==> src/rtl/uart_tx_frame_ctrl.sv <==
// UART transmit frame sequencer: start, DATA_WIDTH data bits LSB-first, optional parity, 1/2 stop bits.
// Latency: start bit appears on TX_OUT the cycle after the TX_VALID/TX_READY accept edge; all outputs registered.
// Backpressure: TX_READY is high only in IDLE; a word is consumed solely on the handshake edge.
// Optional feature: define UART_TX_BREAK_EN to add the BREAK_REQ input and the line-break state.
module uart_tx_frame_ctrl #(
   parameter int DATA_WIDTH   = 8,
   parameter int CLKS_PER_BIT = 16
) (
   input  logic                  CLK,
   input  logic                  RST_N,
   input  logic [DATA_WIDTH-1:0] TX_DATA,
   input  logic                  TX_VALID,
   output logic                  TX_READY,
   input  logic [31:0]           PARITY_TYPE,
   input  logic                  STOP_BITS,
   output logic [DATA_WIDTH-1:0] PAR_DATA,
   output logic [31:0]           PAR_TYPE,
   input  logic                  PAR_BIT,
   output logic                  TX_OUT,
   output logic                  BUSY
`ifdef UART_TX_BREAK_EN
   ,
   input  logic                  BREAK_REQ
`endif
);

   localparam int CW = $clog2(CLKS_PER_BIT);
   localparam int IW = (DATA_WIDTH > 1) ? $clog2(DATA_WIDTH) : 1;

   typedef enum logic [2:0] {
      S_IDLE,
      S_START,
      S_DATA,
      S_PARITY,
      S_STOP
`ifdef UART_TX_BREAK_EN
      ,
      S_BREAK
`endif
   } state_t;

   state_t                state_q, state_d;
   logic [CW-1:0]         cnt_q, cnt_d;
   logic [IW-1:0]         idx_q, idx_d;
   logic [DATA_WIDTH-1:0] data_q, data_d;
   logic [31:0]           ptype_q, ptype_d;
   logic                  stop2_q, stop2_d;
   logic                  par_q, par_d;
   logic                  tx_q, tx_d;
   logic                  ready_q, ready_d;
   logic                  busy_q, busy_d;
   logic                  bit_end;
   logic                  par_en;

`ifdef UART_TX_BREAK_EN
   // Minimum break length; the line stays low longer while BREAK_REQ remains asserted.
   localparam int BRK_CYC = (DATA_WIDTH + 3) * CLKS_PER_BIT;
   localparam int BW      = $clog2(BRK_CYC);
   logic [BW-1:0]         brk_cnt_q, brk_cnt_d;
`endif

   assign bit_end = (cnt_q == CW'(CLKS_PER_BIT - 1));
   assign par_en  = (ptype_q >= 32'd1) && (ptype_q <= 32'd4);

   assign TX_OUT   = tx_q;
   assign TX_READY = ready_q;
   assign BUSY     = busy_q;
   assign PAR_DATA = data_q;
   assign PAR_TYPE = ptype_q;

   // Next-state, counter and registered-output logic; outputs are derived from the next state.
   always_comb begin
      state_d = state_q;
      cnt_d   = '0;
      idx_d   = idx_q;
      data_d  = data_q;
      ptype_d = ptype_q;
      stop2_d = stop2_q;
      par_d   = par_q;
`ifdef UART_TX_BREAK_EN
      brk_cnt_d = brk_cnt_q;
`endif

      if (state_q != S_IDLE && !bit_end) begin
         cnt_d = cnt_q + 1'b1;
      end

      case (state_q)
         S_IDLE: begin
            idx_d = '0;
`ifdef UART_TX_BREAK_EN
            if (BREAK_REQ) begin
               state_d   = S_BREAK;
               stop2_d   = 1'b0;
               brk_cnt_d = '0;
            end else
`endif
            if (TX_VALID && ready_q) begin
               data_d  = TX_DATA;
               ptype_d = PARITY_TYPE;
               stop2_d = STOP_BITS;
               state_d = S_START;
            end
         end
         S_START: begin
            if (bit_end) begin
               state_d = S_DATA;
               idx_d   = '0;
            end
         end
         S_DATA: begin
            if (bit_end) begin
               if (idx_q == IW'(DATA_WIDTH - 1)) begin
                  idx_d = '0;
                  if (par_en) begin
                     // Data has been stable since accept, so the generator output is settled here.
                     state_d = S_PARITY;
                     par_d   = PAR_BIT;
                  end else begin
                     state_d = S_STOP;
                  end
               end else begin
                  idx_d = idx_q + 1'b1;
               end
            end
         end
         S_PARITY: begin
            if (bit_end) begin
               state_d = S_STOP;
               idx_d   = '0;
            end
         end
         S_STOP: begin
            if (bit_end) begin
               // idx doubles as the stop-bit counter for the two-stop-bit case.
               if (stop2_q && idx_q == '0) begin
                  idx_d = IW'(1);
               end else begin
                  state_d = S_IDLE;
                  idx_d   = '0;
               end
            end
         end
`ifdef UART_TX_BREAK_EN
         S_BREAK: begin
            cnt_d = '0;
            if (brk_cnt_q != BW'(BRK_CYC - 1)) begin
               brk_cnt_d = brk_cnt_q + 1'b1;
            end else if (!BREAK_REQ) begin
               state_d = S_STOP;
               idx_d   = '0;
            end
         end
`endif
         default: begin
            state_d = S_IDLE;
            idx_d   = '0;
         end
      endcase

      case (state_d)
         S_START:  tx_d = 1'b0;
         S_DATA:   tx_d = data_d[idx_d];
         S_PARITY: tx_d = par_d;
`ifdef UART_TX_BREAK_EN
         S_BREAK:  tx_d = 1'b0;
`endif
         default:  tx_d = 1'b1;
      endcase

      ready_d = (state_d == S_IDLE);
      busy_d  = ~ready_d;
   end

   // State, counters, latched frame parameters and registered outputs.
   always_ff @(posedge CLK or negedge RST_N) begin
      if (!RST_N) begin
         state_q <= S_IDLE;
         cnt_q   <= '0;
         idx_q   <= '0;
         data_q  <= '0;
         ptype_q <= '0;
         stop2_q <= 1'b0;
         par_q   <= 1'b0;
         tx_q    <= 1'b1;
         ready_q <= 1'b1;
         busy_q  <= 1'b0;
      end else begin
         state_q <= state_d;
         cnt_q   <= cnt_d;
         idx_q   <= idx_d;
         data_q  <= data_d;
         ptype_q <= ptype_d;
         stop2_q <= stop2_d;
         par_q   <= par_d;
         tx_q    <= tx_d;
         ready_q <= ready_d;
         busy_q  <= busy_d;
      end
   end

`ifdef UART_TX_BREAK_EN
   // Break duration counter.
   always_ff @(posedge CLK or negedge RST_N) begin
      if (!RST_N) begin
         brk_cnt_q <= '0;
      end else begin
         brk_cnt_q <= brk_cnt_d;
      end
   end
`endif

endmodule

==> config.mk <==
export PLATFORM = sky130hd
export DESIGN_NAME = uart_tx_frame_ctrl
export DESIGN_NICKNAME = d
export VERILOG_FILES = /design/src/rtl/uart_tx_frame_ctrl.sv
export SDC_FILE = /design/constraint.sdc
export NUM_CORES = 1
export LEC_CHECK = 0
export CELL_PAD_IN_SITES_DETAIL_PLACEMENT = 1
export CELL_PAD_IN_SITES_GLOBAL_PLACEMENT = 1
export CORE_ASPECT_RATIO = 2
export CORE_MARGIN = 10
export CORE_UTILIZATION = 38
export DETAILED_ROUTE_END_ITERATION = 12
export PLACE_DENSITY_LB_ADDON = 0.1
export SLEW_MARGIN = 20
export SYNTH_ARGS = -nofsm -noshare
export SYNTH_HDL_FRONTEND = slang
export SYNTH_SLANG_ARGS = --single-unit
==> constraint.sdc <==
create_clock -name CLK -period 3.25 [get_ports CLK]
set_clock_uncertainty 0.2 [all_clocks]
set_input_delay 0.325 -clock CLK [delete_from_list [all_inputs] [get_ports CLK]]
set_output_delay 0.325 -clock CLK [all_outputs]
set_load 0.01 [all_outputs]
[Yosys cells after proc, flatten, opt, wreduce, memory -nomap -nowiden]
Cells that the tools add are included.
Storage, ports and cells
  output and inout bits: 43
  word-level logic and storage cells: 61
  register bits: 55
  input port bits: 45
Operators by class
  mux-type cells: 25
  reduce and logical (&&, ||, !) cells: 11
  add/subtract/negate cells: 2
  equality and inequality tests: 9
  bitwise gates (word level): 1
  magnitude comparators: 3
Operator list (number)
  $mux 3: 12
  $ge 32x1->1 const B: 1
  $le 32x3->1 const B: 1
  $mux 8: 2
  $pmux 3 s5: 1
  $eq 3x2->1 const B: 4
  $logic_not 3->1: 3
  $pmux 3 s3: 1
  $eq 3x1->1 const B: 2
  $eq 3x3->1 const B: 2
  $mux 1: 6
  $add 4x1->4 const B: 1
  $eq 4x4->1 const B: 1
  $logic_and 1x1->1: 4
  $lt 3x4->1 const B: 1
  $mux 4: 1
  $add 3x1->3 const B: 1
  $bmux 1 s3: 1
  $pmux 1 s3: 1
  $reduce_bool 3->1: 1
  $reduce_and 2->1: 1
  $reduce_or 2->1: 1
  $logic_not 1->1: 1
  $not 1->1: 1

[Logic depth before layout (Yosys ltp)]
Gate-level depths: netlist of the first run.
  depth in word-level cells: 8
  depth in mapped cells: 10
  mapped depth without buffers: 9

[Worst setup path before layout of the first run]
Ideal clock, no wire load.
  path kind: reg-to-reg
  start: reg idx_q[1]
  end: reg tx_q (netlist: TX_OUT)
  data required time: 2.970 ns
  setup slack: 1.045 ns
  clock period less this slack: 2.205 ns
  library setup time: 0.080 ns
  stages on the path, launching flop included: 10
  arrival time: 1.925 ns
  buffers on the path: 0
  path through: dfrtp_1 -> ha_1 -> ha_1 -> nor4b_2 -> nand4_1 -> nor4_2 -> mux2_2 -> and3_1 -> nor2_1 -> o21ai_1
On the way
  elaborated cells on any way between the ends: 24
  those cells by class: 1 x add/sub; 4 x eq/ne; 17 x mux; 2 x reduce/logical
RTL lines
  start: declaration: RTL line 44  | logic [IW-1:0] idx_q, idx_d;
  start signal: assignment: RTL line 191  | idx_q <= idx_d;
  $eq 3x3->1: RTL line 113  | if (idx_q == IW'(DATA_WIDTH - 1)) begin
  $mux 1: RTL line 113
  $mux 1: RTL line 112  | if (bit_end) begin
  $mux 1: RTL line 88  | case (state_q)
  via par_d: RTL line 48  | logic par_q, par_d;
  $pmux 1 s3: RTL line 161  | case (state_d)
  via tx_d: RTL line 49  | logic tx_q, tx_d;
  end signal: assignment: RTL line 196  | tx_q <= tx_d;
  end: declaration: RTL line 49
The timed path passes the listed nets, and every way through them passes these cells. The select of a mux whose other input is x is not followed.
A chain may end at the register's enable or synchronous reset.

[Worst setup path in the final report of the first run]
  start: reg cnt_q[0]
  end: reg tx_q (netlist: TX_OUT)
On the way
  longest elaborated chain between the ends: 6
  elaborated cells on any way between the ends: 18
  those cells by class: 4 x eq/ne; 14 x mux
Ends and longest elaborated chain
  start: declaration: RTL line 43  | logic [CW-1:0] cnt_q, cnt_d;
  start signal: assignment: RTL line 190  | cnt_q <= cnt_d;
  $eq 4x4->1 (*): RTL line 62  | assign bit_end = (cnt_q == CW'(CLKS_PER_BIT - 1));
  $mux 3 (on tied branches)
  $pmux 3 s3: RTL line 88
  $bmux 1 s3: RTL line 163  | S_DATA: tx_d = data_d[idx_d];
  $mux 1 (implied by the code): RTL line 163
  $pmux 1 s3 (*): RTL line 161
  via tx_d: RTL line 49
Mark *: on every way through the listed nets, which the timed path passes. The rest lies on a longest branch. The select of a mux whose other input is x is not followed.

==> flow_summary_export.csv, run 1 <==
group,metric,value,unit
power,p_per_area,915,nW/um^2
floorplan,num_io_pins,88,
global_route,globalRoute.totalOverflow,0,
setup_path,critical_path_peak_fanout,12,
floorplan,std_cell_rows,41,
sta,setup_tns_after_final_layout,0,ps
setup_path,worst_r2r_startpoint,"cnt_q[0]",
detailed_routing,drt.antenna.violating_nets,0,
setup_path,path_common_cell,"mux2i_1",
clock_tree,post-cts-setup-buffers,0,
detailed_routing,vias,1835,
place,dpl.hpwl,5.54,mm
clock_tree,cts_max_level,2,
setup_path,crit_path_start_kind,"flop",
power,vdd_drop_max,0.517,mV
layout,most-common-layout-cells,"clkdlybuf4s50_1 (86), dfrtp_1 (53), mux2_2 (39)",
layout,drive_gt1_share,23.0,%
layout,final_common_cell,"clkdlybuf4s50_1",
setup_path,cp_num_cells,8,
setup_path,worstPathRequired,3280,ps
sta,setup_failing_eps_final,0,
detailed_routing,routed_wire_length_per_instance,19.9,um
synth,postSynthNetCount,230,
setup_path,r2r_setup_slack,720,ps
sta,timing.fmax,395,MHz
synth,synth_top_flop_cell,"dfrtp_1",
power,power.combinational.fraction,41.2,%
floorplan,core-area,6360,um^2
setup_path,setup.worst_path.class,"reg -> reg",
setup_path,timing.critical_path.max_delay_family,"compound AO/OA/AOI/OAI gates",
sta,report.final.hold_viol_count,0,
detailed_routing,detail_route.vias_per_cell,5.15,
floorplan,initial_utilization,39.3,%
place,placer_s_final_routability_congestion_estimate,0.838,
detailed_routing,drcViolationCount,0,
detailed_routing,drt_iter0_drcs,67,
run_status,outcome,"complete, no violations",
synth,synth-seq-cells,55,
setup_path,crit_chain,"ha_1 -> and3_1 -> a2111oi_0 -> a31o_2 -> a31oi_1 -> mux2i_1 -> mux2i_1 -> o21ai_1",
layout,design.final.nets,318,
clock_tree,clk_pin_slew_worst_paths,70,ps
power,cell_internal_pwr,2250,uW
synth,synthArstFlopShare,100,%
sta,holdWs,282,ps
clock_tree,clock_insertion_delay_worst_skew,290,ps
setup_path,worst_setup_path_endpoint,"TX_OUT",
global_route,first_global_vias,2134,
power,clock_power_share,20.5,%
layout,antenna_cells,0,
clock_tree,cts_root_buffer,"clkbuf_16",
sta,grt_setup_unrepaired,"false",
setup_path,critPathSlowestCell,"and3_1",
power,power_switching,1050,uW
place,io_buffers,87,
setup_path,cp_num_buf_inv,0,
synth,synth_enable_flop_cells,0,
global_route,antenna_found_initial,0,
power,switching_share_of_total_power,31.8,%
floorplan,dieArea,10400,um^2
floorplan,die_h,135,um
run,drv.max_cap_violation_count,0,
sta,timing_worst_slew_pin_value,495,ps
setup_path,worstSetupEndpointType,"flop",
synth,synth_area,2500,um^2
synth,synthesis.instances,181,
setup_path,worst_reg2reg_path_depth,8,
floorplan,fp.dieW,77.3,um
hold_path,worstHoldPathType,"reg -> reg",
synth,ys_seq_area_share,55.2,%
clock_tree,cts_buffers,5,
synth,yosys.cell_types.count,39,
setup_path,worstReg2RegEnd,"TX_OUT",
clock_tree,cts_max_path_buffers,2,
power,sequentialPowerShare,38.2,%
power,static-leakage-power,0.00150,uW
layout,flow.area_growth_from_synthesis,44.3,%
clock_tree,ctsResizeCount,0,
layout,final_core_utilization,56.7,%
clock_tree,clock_tree_from_tritoncts,"yes",
detailed_routing,detail_route.first_pass.iterations,4,
clock_tree,post_cts_hold_buffer_count,1,
synth,synth.avg_cell_area,13.8,um^2
global_route,grt_first_pass_wirelength,11.2,mm
global_route,grt_max_degree,40,
sta,timing_max_transition_violations_final,0,
clock_tree,cts_num_sinks,55,
setup_path,crit_path_max_incr_delay,450,ps
detailed_routing,routed_wirelength,7.08,mm
synth,ys.warnings.count,0,
sta,final_period_minus_worst_setup_slack,2530,ps
setup_path,arrival,2560,ps
sta,timing.max_slew.rel_slack,66.6,%
setup_path,crit_path_start,"cnt_q[0]",
sta,timing.final.crit_share,77.8,%
global_route,global_route.usage.total,13.8,%
worst reg2reg max path: stages (launching register included):
cell	delay [ps]
dfrtp_1	380
ha_1	220
and3_1	450
a2111oi_0	120
a31o_2	240
a31oi_1	390
mux2i_1	250
mux2i_1	90
o21ai_1	130
how the worst min path moves through the flow:
stage,from,end,slack [ps],cells past startpoint
finish,cnt_q[0],cnt_q[0],280,1
detailed placement,RST_N,cnt_q[0],80,1
global placement,RST_N,cnt_q[0],70,1
global route,cnt_q[0],cnt_q[0],310,1
CTS,cnt_q[0],cnt_q[0],290,1
floorplan,RST_N,BUSY,-170,0
stage by stage:
step | total power, uW | instance area, um^2 | setup WS (ps) | std cells
floorplan | 1870 | 2500 | 1050 | 181
global placement | 2630 | 3410 | 789 | 347
detailed placement | 2660 | 3410 | 751 | 347
CTS | 3360 | 3610 | 707 | 356
global route | 3520 | 3610 | 560 | 356
finish | 3300 | 3610 | 720 | 356
per-layer routing:
metal  vias up  routed length (um)  global-route usage [%]
met2        64                4130                    26.1
met4         0                 212                    6.73
met3        17                 547                    5.78
met1       921                2190                    11.9
met5         -                   0                       0
li1        833                   -                       -
sequential cells by signal, summed over array words and instances (netlist names), 3 cells and up:
| register | flops |
|---|---|
| cnt_q | 4 |
| PAR_TYPE | 32 |
| PAR_DATA | 8 |
| state_q | 3 |
| idx_q | 3 |
layout make-up:
| type | count | area (um^2) |
|---|---|---|
| fill | 664 | 2760 |
| tap | 86 | 108 |
| timing repair buffer | 90 | 891 |
| multi-input combinational | 110 | 1010 |
| clock buffer | 6 | 129 |
| inverter | 7 | 26.3 |
| sequential | 55 | 1380 |
| clock inverter | 2 | 60.1 |
cells in the mapped netlist (all sizes together), types with 2 or more instances:
cell,n,area [um^2]
nor4,8,56.3
nor2,7,26.3
nand3,3,20.0
a31oi,3,18.8
ha,4,50.1
dfstp,2,52.6
buf,9,81.3
nand4,3,18.8
mux2,42,484
and4,3,26.3
nor3,5,36.3
inv,7,26.3
o21ai,3,15.0
nand2b,2,12.5
xor2,2,17.5
mux2i,7,70.1
dfrtp,53,1330
and3,3,18.8
a211o,2,17.5
nand2,2,7.51
power by group through the flow:
stage	clock network [uW]	logic (uW)	registers (uW)
finish	677	1360	1260
global route	729	1470	1320
CTS	696	1400	1270
detailed placement	0	1380	1280
global placement	0	1360	1260
floorplan	0	540	1330
logic make-up after synthesis:
family	count (synthesis)	share of synthesized area, %
XOR/XNOR	3	1.05
flip-flops	55	55.2
AND/OR/NAND/NOR	40	10.6
AO/OA/AOI/OAI	14	4.71
buffers and inverters	16	4.31
adder cells (fa/ha/maj)	4	2.00
multiplexers	49	22.2
Power figures use the tool's default switching activity.
==> run 2: changes to the inputs <==
--- a/config.mk
+++ b/config.mk
@@ -9,7 +9,7 @@
 export CELL_PAD_IN_SITES_GLOBAL_PLACEMENT = 1
 export CORE_ASPECT_RATIO = 2
 export CORE_MARGIN = 10
-export CORE_UTILIZATION = 38
+export CORE_UTILIZATION = 32
 export DETAILED_ROUTE_END_ITERATION = 12
 export PLACE_DENSITY_LB_ADDON = 0.1
 export SLEW_MARGIN = 20
==> constraint.sdc (replaced) <==
create_clock -name CLK -period 2.1 [get_ports CLK]
set_clock_uncertainty 0.2 [all_clocks]
set_input_delay 0.21 -clock CLK [delete_from_list [all_inputs] [get_ports CLK]]
set_output_delay 0.21 -clock CLK [all_outputs]
set_load 0.01 [all_outputs]
==> run 2 against run 1 <==
Effect of this change:
- the flow now finishes with violations (setup timing)
- core utilization down 3.2 points
- sequential cell count is the same
- clock-buffer cell count grew 1
- final cell count grew 19%
- setup slack got worse by 940 ps
- power rose by 68%
- sequential share of layout area is 4.3 points lower
- via count rose by 9.4%
- wire length increased by 10%
- highest routed layer unchanged
==> flow_summary_export.csv, run 2 (same netlist as run 1, synthesis figures left out) <==
group,metric,value,unit
layout,final_common_cell,"clkdlybuf4s50_1",
power,sequentialPowerShare,33.7,%
run_status,outcome,"finished with violations",
sta,report.final.hold_viol_count,0,
sta,timing_worst_slew_pin_value,442,ps
layout,drive_gt1_share,38.4,%
global_route,antenna_found_initial,0,
global_route,grt_first_pass_wirelength,12.3,mm
sta,timing_max_transition_violations_final,0,
layout,most-common-layout-cells,"clkdlybuf4s50_1 (86), buf_4 (58), dfrtp_1 (53)",
detailed_routing,detail_route.first_pass.iterations,4,
layout,design.final.nets,376,
sta,timing.final.crit_share,110,%
clock_tree,cts_buffers,5,
setup_path,r2r_setup_slack,-220,ps
sta,worst_slack,-217,ps
setup_path,worstReg2RegEnd,"BUSY",
setup_path,worst_r2r_startpoint,"idx_q[1]",
power,vdd_drop_max,0.800,mV
floorplan,die_h,145,um
detailed_routing,detail_route.vias_per_cell,4.76,
global_route,globalRoute.totalOverflow,0,
power,cell_internal_pwr,3770,uW
floorplan,fp.dieW,82.5,um
layout,antenna_cells,0,
floorplan,initial_utilization,32.9,%
sta,grt_setup_unrepaired,"true",
setup_path,worst_reg2reg_path_depth,9,
power,p_per_area,1360,nW/um^2
global_route,grt_max_degree,56,
detailed_routing,routed_wire_length_per_instance,18.5,um
power,power.total,5540,uW
power,clock_power_share,15.3,%
global_route,first_global_vias,2346,
clock_tree,cts_max_level,2,
hold_path,worstHoldPathType,"in -> async",
power,switching_share_of_total_power,32.0,%
place,dpl.hpwl,6.22,mm
floorplan,dieArea,12000,um^2
clock_tree,clk_pin_slew_worst_paths,70,ps
setup_path,setup.worst_path.class,"reg -> reg",
floorplan,std_cell_rows,45,
power,static-leakage-power,0.00177,uW
detailed_routing,drt_iter0_drcs,41,
clock_tree,cts_num_sinks,55,
place,io_buffers,87,
place,placer_s_final_routability_congestion_estimate,0.883,
run,drv.max_cap_violation_count,0,
detailed_routing,drcViolationCount,0,
detailed_routing,routed_wirelength,7.80,mm
setup_path,critical_path_peak_fanout,2,
sta,timing.max_slew.rel_slack,70.5,%
floorplan,num_io_pins,88,
layout,largest_register_ffs,32,
setup_path,worstPathRequired,2070,ps
detailed_routing,drt.antenna.violating_nets,0,
setup_path,worstSetupEndpointType,"flop",
sta,holdWs,244,ps
setup_path,arrival,2290,ps
place,placed_inst_area,3860,um^2
power,power_switching,1770,uW
floorplan,core-area,7600,um^2
global_route,global_route.usage.total,13.6,%
clock_tree,clock_tree_from_tritoncts,"yes",
run_status,violated_checks,"setup timing",
sta,timing.fmax,432,MHz
sta,setup_tns_after_final_layout,-689,ps
detailed_routing,vias,2007,
layout,flow.area_growth_from_synthesis,62.8,%
power,power.combinational.fraction,51.0,%
sta,final_period_minus_worst_setup_slack,2320,ps
layout,area_of_all_placed_cells_without_fillers,4070,um^2
sta,setup_failing_eps_final,4,
clock_tree,cts_max_path_buffers,2,
clock_tree,cts_root_buffer,"clkbuf_16",
setup_path,crit_path_start_kind,"flop",
clock_tree,clock_insertion_delay_worst_skew,290,ps
place,place_worst_setup_slack,-292,ps
[run 2: cell count changes in the layout (fill, tap and decap cells not counted), sizes merged]
cell    previous run  this run
bufinv             2         0
buf                3        61
clkinv             0         1
clkbuf             6         7
[run 2: critical path, stage by stage, from the launching register on]
cell and delay, ps:
dfrtp_1 370, ha_2 200, ha_4 130, nor4b_4 190, nand4_1 150, or3_4 420, buf_4 140, a21oi_2 120
o32ai_1 100, nand2b_1 180
[run 2: through the flow]
stage                     utilization (%)  std cells
after floorplan                         -        181
after global placement               50.7        412
after detailed placement             50.7        412
after CTS                            53.2        421
after global routing                 53.5        422
final                                53.5        422
[run 2: layout make-up]
class,instances,area [um^2]
flip-flops and latches,55,1380
inverters,7,26.3
multi-input cells,110,1050
clock buffers,7,143
clock inverters,1,5.00
well taps,94,118
repair buffers,148,1350
fillers,806,3530
[run 2: what timing repair did]
item | in CTS | in global routing
buffers inserted | 0 | 1
gates cloned | 0 | 0
pin swaps | 5 | 2
setup endpoints to repair | 33 | 35
hold endpoints to repair | 55 | 0
hold buffers | 1 | 0
resized for setup | 7 | 5
[run 2: worst max path at each step]
stage               slack [ps]      from  cells past startpoint  endpoint
floorplan                 -100  idx_q[1]                      9    TX_OUT
global placement          -220  cnt_q[0]                     10    TX_OUT
detailed placement        -290  idx_q[1]                      9    TX_OUT
CTS                       -270  idx_q[1]                      9    TX_OUT
global route              -360  cnt_q[0]                      9    TX_OUT
finish                    -220  idx_q[1]                      9      BUSY
[run 2: layer usage]
| layer | GRT usage, % | vias up | routed length [um] |
|---|---|---|---|
| met5 | 0 | - | 0 |
| met4 | 5.14 | 0 | 175 |
| met3 | 5.13 | 11 | 533 |
| met2 | 25.4 | 54 | 4610 |
| met1 | 12.2 | 992 | 2480 |
| li1 | - | 950 | - |
[run 2: power groups by stage]
stage | Clock, uW | Sequential (uW) | Combinational [uW]
2_1_floorplan | 0 | 2060 | 835
3_3_place_gp | 0 | 1860 | 2830
3_5_place_dp | 0 | 1880 | 2860
4_1_cts | 880 | 1880 | 2890
5_1_grt | 916 | 1940 | 3080
6_report | 847 | 1870 | 2820
